**src/rtl/decode_5to32_pkg.sv**
```systemverilog
// Shared types and constants for the 5-to-32 one-hot decoder.
// Group geometry (4 groups of 8) ties the predecode to the 3-to-8 blocks.
package decode_pkg;

  localparam int SEL_W   = 5;
  localparam int OUT_W   = 32;
  localparam int GRP_W   = 8;
  localparam int NUM_GRP = 4;

  typedef logic [SEL_W-1:0] sel_t;
  typedef logic [OUT_W-1:0] onehot_t;

  function automatic onehot_t inactive_val(input bit active_low);
    return active_low ? {OUT_W{1'b1}} : {OUT_W{1'b0}};
  endfunction

endpackage

```
**src/rtl/decode_5to32_decode_3to8.sv**
```systemverilog
// Combinational 3-to-8 one-hot decoder; all outputs low when disabled.
module decode_3to8 (
  input  logic       en,
  input  logic [2:0] sel,
  output logic [7:0] y
);

  always_comb begin
    y = 8'h00;
    if (en) y[sel] = 1'b1;
  end

endmodule

```
**src/rtl/decode_5to32.sv**
```systemverilog
// Registered 5-to-32 one-hot decoder with enable and selectable output polarity.
// Build option: DECODE_5TO32_HOLD_EN keeps the last decode while en is low.
module decode_5to32
  import decode_pkg::*;
#(
  parameter bit ACTIVE_LOW = 1'b0,
  parameter int SEL_W      = 5
) (
  input  logic             clk,
  input  logic             rst,
  input  logic [SEL_W-1:0] A,
  input  logic             en,
  output logic [31:0]      out,
  output logic             out_valid
);

  if (SEL_W != 5) begin : g_bad_sel_w
    $error("decode_5to32: SEL_W must be 5");
  end

  logic [NUM_GRP-1:0] grp_en;
  onehot_t            dec;
  onehot_t            out_d;

  always_comb begin
    grp_en         = '0;
    grp_en[A[4:3]] = en;
  end

  for (genvar k = 0; k < NUM_GRP; k++) begin : g_grp
    decode_3to8 u_dec (
      .en  (grp_en[k]),
      .sel (A[2:0]),
      .y   (dec[GRP_W*k +: GRP_W])
    );
  end

  // Invert before the flop so the registered output is glitch-free in either polarity.
  assign out_d = ACTIVE_LOW ? ~dec : dec;

  always_ff @(posedge clk) begin
    if (rst) begin
      out       <= inactive_val(ACTIVE_LOW);
      out_valid <= 1'b0;
    end else begin
`ifdef DECODE_5TO32_HOLD_EN
      if (en) begin
        out       <= out_d;
        out_valid <= 1'b1;
      end
`else
      out       <= out_d;
      out_valid <= en;
`endif
    end
  end

endmodule

```
**config.mk**
```make
export PLATFORM = sky130hd
export DESIGN_NAME = decode_5to32
export DESIGN_NICKNAME = d
export VERILOG_FILES = /design/src/rtl/decode_5to32_pkg.sv /design/src/rtl/decode_5to32_decode_3to8.sv /design/src/rtl/decode_5to32.sv
export SDC_FILE = /design/constraint.sdc
export NUM_CORES = 1
export LEC_CHECK = 0
export BUFFER_PORTS_ARGS = -buffer_cell sky130_fd_sc_hd__buf_4
export CAP_MARGIN = 10
export CORE_AREA = 4 4 50 52
export CTS_BUF_LIST = sky130_fd_sc_hd__clkbuf_8
export DETAILED_ROUTE_END_ITERATION = 16
export DIE_AREA = 0 0 54 56
export GPL_ROUTABILITY_DRIVEN = 0
export PLACE_DENSITY = 0.75
export SYNTH_ARGS = -nofsm -noshare
export SYNTH_HDL_FRONTEND = slang
export SYNTH_SLANG_ARGS = --single-unit
```
**constraint.sdc**
```tcl
create_clock -name clk -period 1.25 [get_ports clk]
set_input_delay 0.1875 -clock clk [delete_from_list [all_inputs] [get_ports clk]]
set_output_delay 0.1875 -clock clk [all_outputs]
set_load 0.01 [all_outputs]
```
# == Word level (Yosys, flattened, before mapping) ==
# Cells that the tools add are included.
# word_totals
ff_bits,33
in_bits,8
output_inout_bits,33
wordCells,24
# op_classes
magnitude_cmp,4
n_mux,4
bitwise,5
reduce_logical,6
# op_table
cell,count
OR reduction 2 bit,4
bitwise AND 4 bit,1
less-than comparator 3 x 4 -> 1 bit (second input constant),1
NOT 1 bit,4
demux 1 bit (select 3 bit),1
greater-or-equal comparator 3 x 1 -> 1 bit (second input constant),1
less-than comparator 2 x 3 -> 1 bit (second input constant),1
demux 1 bit (select 2 bit),1
greater-or-equal comparator 2 x 1 -> 1 bit (second input constant),1
logical AND 1 bit,2
2-to-1 mux 1 bit,2

# == Depth between registers and ports, before layout ==
# depth
ltp_word,7
depth_mapped,3
depth_no_buf,2

# == By module ==
# From an unflattened synthesis, not the netlist that was laid out.
# unflattened
hier_cells,105
hier_area_um2,1317.5
# by_module_without_submodules
mod,n_inst,cells_each,area_per_inst_um2,seq_area_each_um2
decode_5to32,1,73,932.1,660.6
decode_3to8,4,8,96.3,0.0

# == Least setup slack after synthesis ==
# OpenSTA, ideal clock, no wires.
# synth_timing
path_kind,input port to flip-flop
startpoint,in A[4]
endpoint,reg out[7]
setup_ps,64
t_arrival_ps,933
required_time_ps,1186
path_slack_ps,253
stages,3
path_buffers,1
path_cell_list,or4b_1 -> buf_2 -> nor2_2
# synth_via
elab_chain_cells,7
word_cells_on_any_way,8
classes_between,order compare (2); mux (2); bitwise (2); reduce/logical (2)
# synth_lines
element,line,rtl
start: declaration,decode_5to32.sv:11,"input logic [SEL_W-1:0] A,"
less-than comparator 2 x 3 -> 1 bit (implied by the code) / greater-or-equal comparator 2 x 1 -> 1 bit (equally long branches),decode_5to32.sv:27,grp_en[A[4:3]] = en;
logical AND 1 bit (implied by the code),decode_5to32.sv:27,
2-to-1 mux 1 bit (implied by the code),decode_5to32.sv:27,
demux 1 bit (select 2 bit) *,decode_5to32.sv:27,
bitwise AND 4 bit (no source line) *,--,
NOT 1 bit (no source line) *,--,
OR reduction 2 bit (no source line) *,--,
end signal: assignment,decode_5to32.sv:43,out <= inactive_val(ACTIVE_LOW);
end signal: assignment,decode_5to32.sv:52,out <= out_d;
end: declaration,decode_5to32.sv:13,"output logic [31:0] out,"
# Mark *: on every way between the ends. The rest lies on a longest branch, timed or not.
# A chain may end at the register's enable or synchronous reset.

# == Worst setup path in the final report ==
# layout_timing
startpoint,in A[4]
endpoint,reg out[3]
# The elaborated chain is that of the path after synthesis.

==> flow_summary.ini <==
[floorplanning]
die-area_mm2 = 0.00302
rows = 17
dieWidth_um = 54
num_io_pins = 41
fp.coreArea_mm2 = 0.00211
start_util_pct = 42.9
die_height_um = 56

[final_layout]
fill_cells = 189
final_util_pct = 63.0
final_common_cell = buf_4
instances_no_fill = 154
final_cell_mix = 40 x buf_4, 33 x dfxtp_1, 31 x nor2_1, 7 x clkbuf_8
multi_input_area_um2 = 230
antennaDiodeCount = 0
area_growth_pct = 47.0
nNetsFinal = 133
final_layout_size_suffix_gt1_share_pct = 41.3
seqCellArea_um2 = 661

[yosys]
syn-instance-count = 81
synth_nets = 89
synthXorXnorAreaFrac_pct = 0
synth_seq_area_share_pct = 73.1
syn_area_um2 = 903
synth.distinct_cells = 13
synth-compound-area-share_pct = 0
synth_top_family_by_area = simple AND/OR/NAND/NOR gates
synth.avg_cell_area_um2 = 11.2
synth-simple-area-share_pct = 25.5
synth-seq-cells = 33
ys_warn_count = 0
synth_fa_ha_area_share_pct = 0
synthMuxAreaShare_pct = 0

[placed_design]
dp.cells = 146
io_buffers = 40
place_hpwl_um = 1320

[critical_path]
cp.required_ps = 1460
crit_fanout = 8
start_kind = input port
crit_path_end_kind = register
crit_arrival_ps = 1140
crit_type = in -> reg

[route]
postRouteAntennaNets = 0
vias_per_cell = 4.41
post-route-drc-count = 0
vias = 679
drt_iter0_drc = 3
drtPass1Iterations = 4
post_drt_wl_per_cell_um = 11.7
drt-total-wl_um = 1810

[power_and_ir_drop]
finalPower_w = 0.00198
p_leak_nw = 0.583
peakVddDrop_mv = 1.12
p_per_area_mw_per_mm2 = 1500

[global_route]
grt_max_degree = 11
grt-ovfl-total = 0
track_usage_pct = 14.7
antenna_found_initial = 0
grt_pass1_wl_um = 3010
grt_pass1_vias = 637

[clocking]
clock_tree.buffer_depth = 2
ctsHoldBuffers = 0
cts_root_buffer = clkbuf_8
tritoncts = done
postCtsSetupRepairBufs = 0
clk_pin_slew_worst_paths_ps = 60
cts_sinks = 33
cts_max_level = 2
cts_buffers = 5
cts_resized = 0

[sta]
max_slew_margin_pct = 71.4
rsz0062_at_grt = no
period_share_pct = 74.1
fin_crit_ps = 927
final_hold_viol_count = 0
tightest_slew_ps = 426
holdWs_ps = 77.3
setup_viol_count_final = 0
drv_slew = 0
fin_setup_tns_ps = 0
fmax_mhz = 1080

[status]
status = finished, final reports clean

[worst_hold_path]
hp-class = in -> reg
worstHoldPathCells = 2

[run]
cap_violations = 0
cells by family after synthesis:
| kind of cell | Yosys count |
|---|---|
| and+or+nand+nor | 45 |
| DFF | 33 |
| buffers and inverters | 3 |
power breakdown:
| part | leakage, nW | internal, W | switching (W) | total, W |
|---|---|---|---|---|
| registers | 0.266 | 0.00106 | 0.00000222 | 0.00106 |
| clock network | 0.0542 | 0.000496 | 0.000347 | 0.000844 |
| logic | 0.263 | 0.0000373 | 0.0000418 | 0.0000792 |
| total | 0.583 | 0.00159 | 0.000391 | 0.00198 |
critical path, stage by stage:
cell and delay, ps:
buf_4 120, or4b_1 680, nor2_1 150
cells in the mapped netlist:
library cell   n  area [µm²]
nand3_1        1        5.00
nor2b_1        1        6.26
nor2_1        31         116
nor2_2         1        6.26
or3b_2         3        26.3
dfxtp_1       33         661
buf_2          1        5.00
nand4bb_1      2        22.5
or3_1          1        6.26
or4b_1         1        10.0
nand4b_1       1        8.76
clkbuf_1       2        7.51
nand3b_1       3        22.5
state kept, by name, indices dropped and copies added, names as in the netlist:
| signal | cells |
|---|---|
| out_valid | 1 |
| out | 32 |
cell type report:
class	instances	share of cell area (%)
multi-input cells	45	17.3
clock buffers	7	7.26
repair buffers	40	22.6
clock inverters	1	0.377
flip-flops and latches	33	49.8
well taps	28	2.64
metrics by stage:
| step | area, µm² | setup WS, ps |
|---|---|---|
| global route | 1330 | 281 |
| detailed placement | 1230 | 27.4 |
| finish | 1330 | 323 |
| global placement | 1230 | 64.9 |
| CTS | 1330 | 322 |
| floorplan | 903 | 253 |
final timing paths:
check | from | endpoint | slack [ps]
worst min-delay path | rst | out_valid$_SDFF_PP0_ | 80
worst max-delay path | A[4] | out[3]$_SDFF_PP0_ | 320
layer usage:
metal,up-vias,routed length [µm],GRT usage (%)
met5,-,0,0
met4,0,53,8.54
met3,6,204,9.38
met2,31,878,22.1
met1,297,671,14.8
li1,345,-,-
Note: power is estimated with default switching activity, not from simulation.
